==> config.mk <==
export PLATFORM = sky130hd
export DESIGN_NAME = car_lamp_ctrl
export DESIGN_NICKNAME = d
export VERILOG_FILES = /design/src/rtl/car_lamp_pkg.sv /design/src/rtl/lamp_tick_gen.sv /design/src/rtl/car_lamp_ctrl.sv
export SDC_FILE = /design/constraint.sdc
export NUM_CORES = 1
export LEC_CHECK = 0
export ABC_CLOCK_PERIOD_IN_PS = 1900
export BUFFER_PORTS_ARGS = -buffer_cell sky130_fd_sc_hd__buf_2
export CAP_MARGIN = 20
export CORE_UTILIZATION = 52
export CTS_BUF_LIST = sky130_fd_sc_hd__clkbuf_16
export CTS_CLUSTER_DIAMETER = 200
export CTS_CLUSTER_SIZE = 10
export DETAILED_ROUTE_END_ITERATION = 7
export PLACE_DENSITY_LB_ADDON = 0.05
export SYNTH_ARGS = -nofsm -noshare
export SYNTH_HDL_FRONTEND = slang
export SYNTH_SLANG_ARGS = --single-unit
==> constraint.sdc <==
create_clock -name clk -period 1.9 [get_ports clk]
set_input_delay 0.285 -clock clk [delete_from_list [all_inputs] [get_ports clk]]
set_output_delay 0.285 -clock clk [all_outputs]
set_load 0.01 [all_outputs]
==> src/rtl/car_lamp_pkg.sv <==
// Shared types and constants for the car lamp controller.
// Holds the mode enum, the seg_mode glyph codes and the mode-priority helper.
package car_lamp_pkg;

    typedef enum logic [2:0] {
        IDLE  = 3'd0,
        LEFT  = 3'd1,
        RIGHT = 3'd2,
        HAZ   = 3'd3,
        DOOR  = 3'd4
    } modeT;

    // Seven-segment glyphs, bit order gfedcba, active-high.
    localparam logic [6:0] SegIdle  = 7'b0000000;
    localparam logic [6:0] SegBrake = 7'b1111100;
    localparam logic [6:0] SegLeft  = 7'b0111000;
    localparam logic [6:0] SegRight = 7'b1010000;
    localparam logic [6:0] SegHaz   = 7'b1110110;
    localparam logic [6:0] SegDoor  = 7'b1011110;

    // Fixed priority: door, hazard (or both turns), left, right, idle.
    function automatic modeT pickMode(
        input logic door,
        input logic hazard,
        input logic turnL,
        input logic turnR
    );
        if (door)
            return DOOR;
        else if (hazard || (turnL && turnR))
            return HAZ;
        else if (turnL)
            return LEFT;
        else if (turnR)
            return RIGHT;
        else
            return IDLE;
    endfunction

endpackage

==> src/rtl/lamp_tick_gen.sv <==
// Animation prescaler: counts 0..TICK_DIV-1 and wraps.
// Ports: clk, rst (sync, high), clr (restart count), tick (high when count==TICK_DIV-1).
module lamp_tick_gen #(
    parameter int TICK_DIV = 25000000
) (
    input  logic clk,
    input  logic rst,
    input  logic clr,
    output logic tick
);

    localparam int CntW = (TICK_DIV > 1) ? $clog2(TICK_DIV) : 1;
    localparam logic [CntW-1:0] CntMax = CntW'(TICK_DIV - 1);

    logic [CntW-1:0] cnt;

    always_ff @(posedge clk) begin
        if (rst || clr)
            cnt <= '0;
        else if (cnt == CntMax)
            cnt <= '0;
        else
            cnt <= cnt + 1'b1;
    end

    assign tick = (cnt == CntMax);

endmodule

==> src/rtl/car_lamp_ctrl.sv <==
// Car lamp controller: turn/hazard sweeps, brake override, door flash, mode digit.
// Ports: clk, rst (sync, high), turn_l, turn_r, hazard, brake, door in;
//        ledL/ledR [LAMP_W] lamps (bit 0 innermost), seg_mode [7] gfedcba digit.
// Macro CAR_LAMP_SEG_EN enables the seg_mode decode; otherwise seg_mode is 0.
module car_lamp_ctrl
    import car_lamp_pkg::*;
#(
    parameter int LAMP_W   = 3,
    parameter int TICK_DIV = 25000000
) (
    input  logic              clk,
    input  logic              rst,
    input  logic              turn_l,
    input  logic              turn_r,
    input  logic              hazard,
    input  logic              brake,
    input  logic              door,
    output logic [LAMP_W-1:0] ledL,
    output logic [LAMP_W-1:0] ledR,
    output logic [6:0]        seg_mode
);

    localparam int StepW = $clog2(LAMP_W + 1);
    localparam logic [StepW-1:0] StepMax = StepW'(LAMP_W);

    modeT mode;
    modeT modeNext;
    logic modeChg;
    logic tick;
    logic [StepW-1:0] step;
    logic doorPhase;
    // Brake is registered so every output derives from state only.
    logic brakeQ;
    logic [LAMP_W-1:0] sweep;

    always_ff @(posedge clk) begin
        if (rst)
            mode <= IDLE;
        else
            mode <= modeNext;
    end

    always_comb begin
        modeNext = pickMode(door, hazard, turn_l, turn_r);
        modeChg  = (modeNext != mode);
    end

    lamp_tick_gen #(
        .TICK_DIV (TICK_DIV)
    ) uTick (
        .clk  (clk),
        .rst  (rst),
        .clr  (modeChg),
        .tick (tick)
    );

    // A mode change beats a coincident tick so the new mode starts at step 0.
    always_ff @(posedge clk) begin
        if (rst || modeChg) begin
            step      <= '0;
            doorPhase <= 1'b0;
        end else if (tick) begin
            step      <= (step == StepMax) ? '0 : step + 1'b1;
            doorPhase <= (mode == DOOR) ? ~doorPhase : doorPhase;
        end
    end

    always_ff @(posedge clk) begin
        if (rst)
            brakeQ <= 1'b0;
        else
            brakeQ <= brake;
    end

    always_comb begin
        sweep = '0;
        for (int i = 0; i < LAMP_W; i++)
            sweep[i] = (StepW'(i) < step);
    end

    always_comb begin
        ledL = '0;
        ledR = '0;
        unique case (mode)
            LEFT: begin
                ledL = sweep;
                ledR = {LAMP_W{brakeQ}};
            end
            RIGHT: begin
                ledL = {LAMP_W{brakeQ}};
                ledR = sweep;
            end
            HAZ: begin
                ledL = sweep;
                ledR = sweep;
            end
            DOOR: begin
                ledL = {LAMP_W{doorPhase}};
                ledR = {LAMP_W{doorPhase}};
            end
            default: begin
                ledL = {LAMP_W{brakeQ}};
                ledR = {LAMP_W{brakeQ}};
            end
        endcase
    end

`ifdef CAR_LAMP_SEG_EN
    always_comb begin
        seg_mode = SegIdle;
        unique case (mode)
            LEFT:    seg_mode = SegLeft;
            RIGHT:   seg_mode = SegRight;
            HAZ:     seg_mode = SegHaz;
            DOOR:    seg_mode = SegDoor;
            default: seg_mode = brakeQ ? SegBrake : SegIdle;
        endcase
    end
`else
    assign seg_mode = 7'b0000000;
`endif

endmodule

==> qor.yml, run 1 <==
sta:
  rsz0062_at_grt: "true"
  timing.final.crit_share_pct: 98.6
  setup_slack_ps: 27.0
  finalSetupViolCount: 0
  drv_slew: 0
  hold_viol_final: 0
  fmax_mhz: 534
  final.setup.tns_ps: 0
  fin_worst_skew_ps: 2.37
  finalCriticalPeriod_ps: 1870
global_routing:
  grt_overflow: 0
  grtUsageMet1_pct: 29.2
  antenna_found_initial: 0
  grt_pass1_vias: 1581
  grt_usage_pct: 25.4
  grt_max_degree: 29
  met3_usage_pct: 4.62
  top_usage_layer: "met2"
  grt_pass1_wl_mm: 7.02
  met2_usage_pct: 46.0
synth:
  synth_top_area_share_pct: 34.9
  synth.cell_area_um2: 1830
  synth_edf_count: 0
  ys_top_cells_by_count: "dfxtp_1 (32), nor3_2 (14), o21ai_0 (14)"
  yosysWarnings: 0
  avgSynthCellArea_um2: 9.04
  synthDistinctLibCells: 40
  synthTopCellsByArea: "dfxtp_1 (35%), nor3_2 (7.6%), nand4_1 (4.1%)"
  postSynth.asyncResetShare_pct: 0
  synth_seq_area_share_pct: 34.9
  synth_top_area_cell: "dfxtp_1"
  synthFlopType: "dfxtp_1"
  ys_seq_elements: 32
  syn_inst: 203
  synth.most_common_cell: "dfxtp_1"
pwr:
  p_leak_nw: 0.781
  p_per_area_nw_per_um2: 648
  ir_worst_vdd_mv: 0.482
critical_path:
  r2r_end: "uTick.cnt[2]"
  crit_path_start: "mode[0]"
  cp.buffers_inverters: 1
  worst_r2r_startpoint: "mode[0]"
  path_cells: "or3_1 > a211o_1 > a2111o_1 > clkbuf_16 > nor3_2"
  critPathKind: "reg2reg"
  path_depth: 5
  crit_arrival_ps: 2070
  cpPeakStageDelay_ps: 510
  slowest_stage: "a2111o_1"
  crit_path_start_kind: "flop"
  worstRegToRegCells: 5
  crit_end: "uTick.cnt[2]"
  reg2reg_slack_ps: 30
  cp_max_fo: 7
  cp-end-kind: "flop"
  required_ps: 2100
  path_delay_family: "compound AO/OA/AOI/OAI gates"
die:
  die_area_um2: 3770
  ios: 20
  rows: 21
  die_x_um: 61.4
  start_util_pct: 54.5
  dieHeight_um: 61.4
  coreArea_um2: 3360
routing:
  ant_nets: 0
  drt_iter0_markers: 100
  avgRoutedWirePerCell_um: 15.8
  vias: 1709
  drt-total-wl_mm: 4.52
  routed_via_density: 5.98
  drc: 0
  dr.pass1.iters: 4
place:
  io_buffers: 12
  pre_cts_ws_ps: -84.3
  place_inst: 268
  hpwl_mm: 2.94
  place.gp.congestion: 0.766
  place_area_um2: 2000
clock_network:
  htreeDepth: 2
  path_clk_slew_ps: 50
  clockBufferDepth: 2
  cts_tree: "built"
  clock-root-buffer: "clkbuf_16"
  cts_sinks: 32
  insertion_delay_ps: 270
  cts_made_buffers: 5
cells_and_area:
  area_delta_synth_final_pct: 27.4
  final_core_util_pct: 69.5
  nets: 250
  final_area_um2: 2340
  n_fill_cell: 275
  register_area_um2: 643
  multi_input_area_um2: 1140
  diodes: 0
  layout.cells.non_filler: 286
  drive_above_1_share_pct: 32.9
job:
  drv_cap: 0
outcome:
  status: "finished clean"
min_path:
  hold_class: "in2reg"
-- kinds of logic (layout without fill, tap and decap cells) --
family                     count (synthesis)  in the layout  synth area share [%]
AOI/OAI and AO/OA                         45             45                  16.4
xor gates and xnor gates                  12             12                  5.73
adders and majority gates                  3              3                  2.05
buffers and inverters                     24             55                  8.94
DFF                                       32             32                  34.9
other                                      1              7                 0.204
and+or+nand+nor                           86             86                  31.7
-- report_power, final --
| part | internal (W) | switching (W) |
|---|---|---|
| registers | 0.000678 | 0.00000584 |
| logic | 0.0000475 | 0.0000567 |
| clock network | 0.000467 | 0.000258 |
| total | 0.00119 | 0.000320 |
-- state kept, by name, indices dropped and copies added, names as in the netlist --
register,flops
brakeQ,1
doorPhase,1
mode,3
step,2
uTick.cnt,25
-- cell usage in the layout, fill, tap and decap left out, drive strengths merged, types with 8 or more instances in the layout --
master	count
a211oi	11
a21oi	9
buf	40
dfxtp	32
nand2	9
nand3	9
nand4	12
nor3	18
o21ai	14
or4	8
xor2	8
-- worst min path at each step --
stage / from / slack, ps / endpoint / cells past startpoint
floorplan: rst / 350 / mode[0] / 1
global placement: doorPhase / 460 / doorPhase / 2
detailed placement: doorPhase / 490 / doorPhase / 2
CTS: brake / 220 / brakeQ / 2
global route: rst / 250 / mode[0] / 2
finish: brake / 220 / brakeQ / 2
-- routing by layer --
| layer | routed length [um] | vias to the layer above | part of all wire [%] |
|---|---|---|---|
| met5 | 0 | - | 0 |
| met1 | 1930 | 830 | 43 |
| met3 | 145 | 9 | 3.2 |
| li1 | - | 827 | - |
| met4 | 96 | 0 | 2.1 |
| met2 | 2340 | 43 | 52 |
-- repair_timing --
action	4_1_cts	5_1_grt
hold buffers	0	0
cloned	0	3
setup endpoints to repair	11	29
buffers inserted	1	7
gates resized for setup	8	16
pin swaps	1	18
-- per-stage QoR --
| stage | hold slack, ps | total power, W |
|---|---|---|
| finish | 222 | 0.00151 |
| global route | 246 | 0.00157 |
| floorplan | 354 | 0.000761 |
| detailed placement | 495 | 0.000777 |
| CTS | 223 | 0.00151 |
| global placement | 461 | 0.000773 |
-- final cells by class --
class                           instances  area share (%)
Timing Repair Buffer                   42            14.7
Clock buffer                            5            5.36
Tap cell                               46            2.46
Clock inverter                          2           0.321
Multi-Input combinational cell        153            48.6
Sequential cell                        32            27.5
Inverter                                6           0.964
(Power assumes the default switching activity.)
==> run 2: changes to the inputs <==
ABC_AREA = 1   (was default)
==> qor.yml, run 2 <==
critical_path:
  path_cells: "inv_1 > nand2_1 > nor2_1 > nor2_1 > a21oi_1 > o21ai_0 > buf_2"
  path_depth: 7  # +2
  cpPeakStageDelay_ps: 300  # -210 ps
  critPathKind: "reg2out"
  required_ps: 1620  # -480 ps
  path_delay_family: "simple AND/OR/NAND/NOR gates"
  reg2reg_slack_ps: 260  # +230 ps
  slowest_stage: "dfxtp_1"
  cp-end-kind: "output port"
  cpMostUsedCell: "nor2_1"
  crit_path_start_kind: "flop"
  crit_path_start: "mode[0]"
  worstRegToRegCells: 8  # +3
  crit_arrival_ps: 1440  # -630 ps
  cp.buffers_inverters: 2  # +1
  worst_r2r_startpoint: "uTick.cnt[0]"
  cp_max_fo: 4  # -3
  r2r_end: "uTick.cnt[21]"
  crit_end: "ledL[2]"
sta:
  rsz0062_at_grt: "false"
  finalCriticalPeriod_ps: 1730  # -147 ps
  timing.final.crit_share_pct: 90.9  # -7.7 points
  setup_slack_ps: 174  # +147 ps
  drv_slew: 0  # unchanged
  finalSetupViolCount: 0  # unchanged
  final.setup.tns_ps: 0  # unchanged
  holdWs_ps: 213  # -9.39 ps
  hold_viol_final: 0  # unchanged
  fin_worst_skew_ps: 2.51  # +0.146 ps
  fmax_mhz: 579  # +8.5%
routing:
  drc: 0  # unchanged
  avgRoutedWirePerCell_um: 10.4  # -34%
  routed_via_density: 4.60  # -23%
  ant_nets: 0  # unchanged
  drt-total-wl_mm: 3.51  # -22%
  dr.pass1.iters: 4  # unchanged
  vias: 1555  # -9.0%
  drt_iter0_markers: 63  # -37%
global_routing:
  grt_overflow: 0  # unchanged
  grt_pass1_wl_mm: 5.73  # -18%
  grtUsageMet1_pct: 28.6  # -0.57 points
  antenna_found_initial: 0  # unchanged
  met3_usage_pct: 6.21  # +1.6 points
  grt_usage_pct: 21.1  # -4.3 points
  grt_max_degree: 26  # -10%
  met2_usage_pct: 31.3  # -15 points
  top_usage_layer: "met2"
  grt_pass1_vias: 1281  # -19%
place:
  pre_cts_ws_ps: 254  # +338 ps
  io_buffers: 12  # unchanged
  place.gp.congestion: 0.764  # -0.33%
  hpwl_mm: 2.66  # -9.4%
die:
  die_area_um2: 3820  # +1.5%
  rows: 21  # unchanged
  die_x_um: 61.8  # +0.72%
  ios: 20  # unchanged
  coreArea_um2: 3390  # +0.78%
  start_util_pct: 54.9  # +0.39 points
  dieHeight_um: 61.8  # +0.72%
synth:
  ys_top_cells_by_count: "nand2_1 (75), nor2_1 (50), dfxtp_1 (32)"
  synth_top_area_cell: "dfxtp_1"
  synth.cell_area_um2: 1860  # +1.5%
  avgSynthCellArea_um2: 6.77  # -25%
  synth_top_area_share_pct: 34.4  # -0.52 points
  synth.most_common_cell: "nand2_1"
  synthTopCellsByArea: "dfxtp_1 (34%), nand2_1 (15%), nor2_1 (10%)"
  syn_inst: 275  # +35%
  synth_edf_count: 0  # unchanged
  postSynth.asyncResetShare_pct: 0  # unchanged
  synthFlopType: "dfxtp_1"
  synth_seq_area_share_pct: 34.4  # -0.52 points
  yosysWarnings: 0  # unchanged
  ys_seq_elements: 32  # unchanged
  synthDistinctLibCells: 24  # -40%
cells_and_area:
  n_fill_cell: 331  # +20%
  diodes: 0  # unchanged
  drive_above_1_share_pct: 17.5  # -15 points
  largestRegisters: "uTick.cnt (25), mode (3), step (2)"
  nets: 301  # +20%
  top_register: "uTick.cnt"
  area_delta_synth_final_pct: 11.4
  final_common_cell: "nand2_1"
  largest_reg_flops: 25  # unchanged
  final_cell_mix: "nand2_1 (75), nor2_1 (50), dfxtp_1 (32)"
clock_network:
  clock-root-buffer: "clkbuf_16"
  cts_tree: "built"
  cts_sinks: 32  # unchanged
  insertion_delay_ps: 270  # about the same
  post-cts-setup-buffer-count: 0  # -1
  cts-resized-gates: 0  # -8
  clockBufferDepth: 2  # unchanged
  hold_buffers: 0  # unchanged
  path_clk_slew_ps: 50  # about the same
  cts_made_buffers: 5  # unchanged
  htreeDepth: 2  # unchanged
job:
  drv_cap: 0  # unchanged
min_path:
  holdCritStartpoint: "brake"
  hold_class: "in2reg"
pwr:
  p_leak_nw: 0.718  # -8.1%
  p_per_area_nw_per_um2: 797  # +23%
  ir_worst_vdd_mv: 0.499  # +3.4%
  total_power_w: 0.00165  # +9.2%
outcome:
  status: "finished clean"
run 2: worst reg2reg max path, cell delays in order (launching register included):
cell and delay [ps]:
dfxtp_1 360, ha_1 180, nand2_1 110, nor2_4 200
inv_2 60, nor2_4 100, nand2_2 90, nand2_4 330
a21oi_1 90
run 2: routing by layer:
metal	share of wire [%]	wire, um
met2	42	1470
met5	0	0
met3	4.5	157
met4	2.0	70
met1	51	1810
run 2: worst min-delay path by stage:
stage | to | slack, ps | cells past startpoint
2_1_floorplan | brakeQ | 360 | 1
3_3_place_gp | uTick.cnt[0] | 440 | 1
3_5_place_dp | uTick.cnt[0] | 440 | 1
4_1_cts | brakeQ | 210 | 3
5_1_grt | brakeQ | 250 | 3
6_report | brakeQ | 210 | 3
run 2: cell type report:
| class | instances | area [um^2] | area share [%] |
|---|---|---|---|
| clock buffers | 5 | 125 | 6.03 |
| flip-flops and latches | 32 | 641 | 30.9 |
| inverters | 28 | 105 | 5.07 |
| clock inverters | 3 | 38.8 | 1.87 |
| multi-input cells | 212 | 1050 | 50.5 |
| repair buffers | 12 | 60.1 | 2.90 |
| well taps | 46 | 57.6 | 2.78 |
run 2: power by group:
part	leakage [nW]	internal (W)	switching, W
Clock	0.0850	0.000610	0.000281
Combinational	0.374	0.0000237	0.0000545
Sequential	0.259	0.000678	0.00000437
run 2: cell families (layout without fill, tap and decap cells):
family	after synthesis	count (layout)	synth area share [%]
DFF	32	32	34.4
and+or+nand+nor	168	168	40.3
xor gates and xnor gates	13	13	6.12
adders and majority gates	3	3	2.02
AOI/OAI and AO/OA	21	21	6.38
other	1	7	0.201
buffers and inverters	37	48	10.6
run 2: metrics by stage:
stage / area [um^2] / instances / util, %
global route: 2070 / 338 / 61.2
global placement: 1910 / 330 / 56.3
detailed placement: 1910 / 330 / 56.3
finish: 2070 / 338 / 61.2
floorplan: 1880 / 281 / -
CTS: 2070 / 338 / 61.2
==> run 3: changes to the inputs <==
CORE_ASPECT_RATIO = 1.1   (was default)
==> qor.yml, run 3 (same netlist as run 2, synthesis figures left out) <==
sta:
  timing.final.crit_share_pct: 88.6  # -2.3 points
  finalCriticalPeriod_ps: 1680  # -43.9 ps
  fmax_mhz: 594  # +2.6%
  rsz0062_at_grt: "false"
  fin_worst_skew_ps: 1.99  # -0.517 ps
  hold_viol_final: 0  # unchanged
  finalSetupViolCount: 0  # unchanged
  final.setup.tns_ps: 0  # unchanged
  drv_slew: 0  # unchanged
clock_network:
  cts_made_buffers: 5  # unchanged
  cts_sinks: 32  # unchanged
  hold_buffers: 0  # unchanged
  htreeDepth: 2  # unchanged
  insertion_delay_ps: 270  # about the same
  clockBufferDepth: 2  # unchanged
  path_clk_slew_ps: 50  # about the same
  clock-root-buffer: "clkbuf_16"
  post-cts-setup-buffer-count: 0  # unchanged
  cts_tree: "built"
cells_and_area:
  drive_above_1_share_pct: 17.1  # -0.34 points
  final_common_cell: "nand2_1"
  nets: 301  # unchanged
  area_delta_synth_final_pct: 10.1
  layout.cells.non_filler: 340  # +0.59%
  final_cell_mix: "nand2_1 (75), nor2_1 (49), dfxtp_1 (32)"
  final_core_util_pct: 60.6  # -0.60 points
  top_register: "uTick.cnt"
  diodes: 0  # unchanged
  largestRegisters: "uTick.cnt (25), mode (3), step (2)"
  largest_reg_flops: 25  # unchanged
global_routing:
  grt_pass1_wl_mm: 5.95  # +3.7%
  grt_pass1_vias: 1457  # +14%
  grt_overflow: 0  # unchanged
  grt_max_degree: 26  # unchanged
  grt_usage_pct: 20.6  # -0.49 points
  antenna_found_initial: 0  # unchanged
pwr:
  pwr-share-clk_pct: 48.8  # -5.1 points
  p_int_w: 0.00117  # -11%
  ir_worst_vdd_mv: 0.390  # -22%
  p_leak_nw: 0.707  # -1.6%
  power.net_switching_w: 0.000315  # -7.1%
  p_per_area_nw_per_um2: 725  # -8.9%
  swShare_pct: 21.2  # +0.64 points
  seqPwrFrac_pct: 46.0  # +4.7 points
  p_comb_share_pct: 5.3  # +0.6 points
critical_path:
  required_ps: 1620  # about the same
  worstRegToRegCells: 8  # unchanged
  crit_path_start_kind: "flop"
  cp-end-kind: "output port"
  critPathKind: "reg2out"
  crit_arrival_ps: 1400  # -40 ps
  cp_max_fo: 5  # +1
die:
  die_area_um2: 3820  # about the same
  ios: 20  # unchanged
  rows: 22  # +4.8%
  dieHeight_um: 64.8  # +4.7%
  coreArea_um2: 3390  # -0.11%
  die_x_um: 59.1  # -4.5%
  start_util_pct: 55.0  # +0.061 points
routing:
  routed_via_density: 4.73  # +2.7%
  avgRoutedWirePerCell_um: 10.3  # -1.2%
  dr.pass1.iters: 4  # unchanged
  drt_iter0_markers: 38  # -40%
  vias: 1607  # +3.3%
  ant_nets: 0  # unchanged
  drc: 0  # unchanged
  drt-total-wl_mm: 3.49  # -0.66%
place:
  hpwl_mm: 2.71  # +2.0%
  place.gp.congestion: 0.853  # +12%
  place_inst: 332  # +0.61%
  io_buffers: 12  # unchanged
job:
  drv_cap: 0  # unchanged
min_path:
  hold_class: "in2reg"
  min_path_cells: 3  # unchanged
outcome:
  status: "finished clean"
==> run 3: cell count changes in the layout (fill, tap and decap cells not counted) <==
| cell | before | now |
|---|---|---|
| bufinv_16 | 1 | 0 |
| clkinv_1 | 0 | 1 |
| clkinv_2 | 1 | 0 |
| inv_1 | 27 | 28 |
| nor2_1 | 50 | 49 |
| nor2_2 | 21 | 22 |
==> run 3: per-layer routing <==
layer	vias to the layer above	track usage, %	part of all wire, %
met4	0	6.85	1.1
met5	-	0	0
met2	26	37.9	50
li1	862	-	-
met3	5	4.19	2.6
met1	714	23.0	46
==> run 3: final timing paths <==
path,start,to,slack (ps)
setup / recovery,mode[2],ledR[0],220
hold / removal,brake,brakeQ,220
setup reg to reg,uTick.cnt[0],uTick.cnt[22],270
hold reg to reg,uTick.cnt[0],uTick.cnt[0],450
==> run 3: stage by stage <==
stage | worst slack, ps | total power, W | area [um^2] | hold slack, ps
final | 217 | 0.00149 | 2050 | 224
after global routing | 69.4 | 0.00154 | 2050 | 252
after CTS | 144 | 0.00151 | 2050 | 222
after detailed placement | 255 | 0.000776 | 1910 | 444
after global placement | 332 | 0.000775 | 1910 | 440
after floorplan | 489 | 0.000775 | 1880 | 356
==> run 3: area by class of cell <==
type	instances	area [um^2]
Fill cell	372	1340
Multi-Input combinational cell	212	1050
Sequential cell	32	641
Clock buffer	5	125
Inverter	28	105
Timing Repair Buffer	12	60.1
Tap cell	48	60.1
Clock inverter	3	11.3
==> run 3: power by group through the flow <==
stage / registers, W / logic [W] / clock network (W)
after detailed placement: 0.000697 / 0.0000795 / 0
after global placement: 0.000696 / 0.0000788 / 0
final: 0.000684 / 0.0000781 / 0.000726
after CTS: 0.000683 / 0.0000798 / 0.000744
after global routing: 0.000683 / 0.0000909 / 0.000767
after floorplan: 0.000696 / 0.0000791 / 0
==> run 3: timing repair <==
action | in CTS | in global routing
endpoints found under the setup margin | 0 | 1
endpoints found under the hold margin | 0 | 0
gates resized for setup | 0 | 1
==> run 3: critical path: stages (launching register included) <==
cell	delay, ps
dfxtp_1	380
nand2_1	80
nor2_2	150
nor2_1	60
a21oi_1	190
o21ai_0	110
buf_2	150
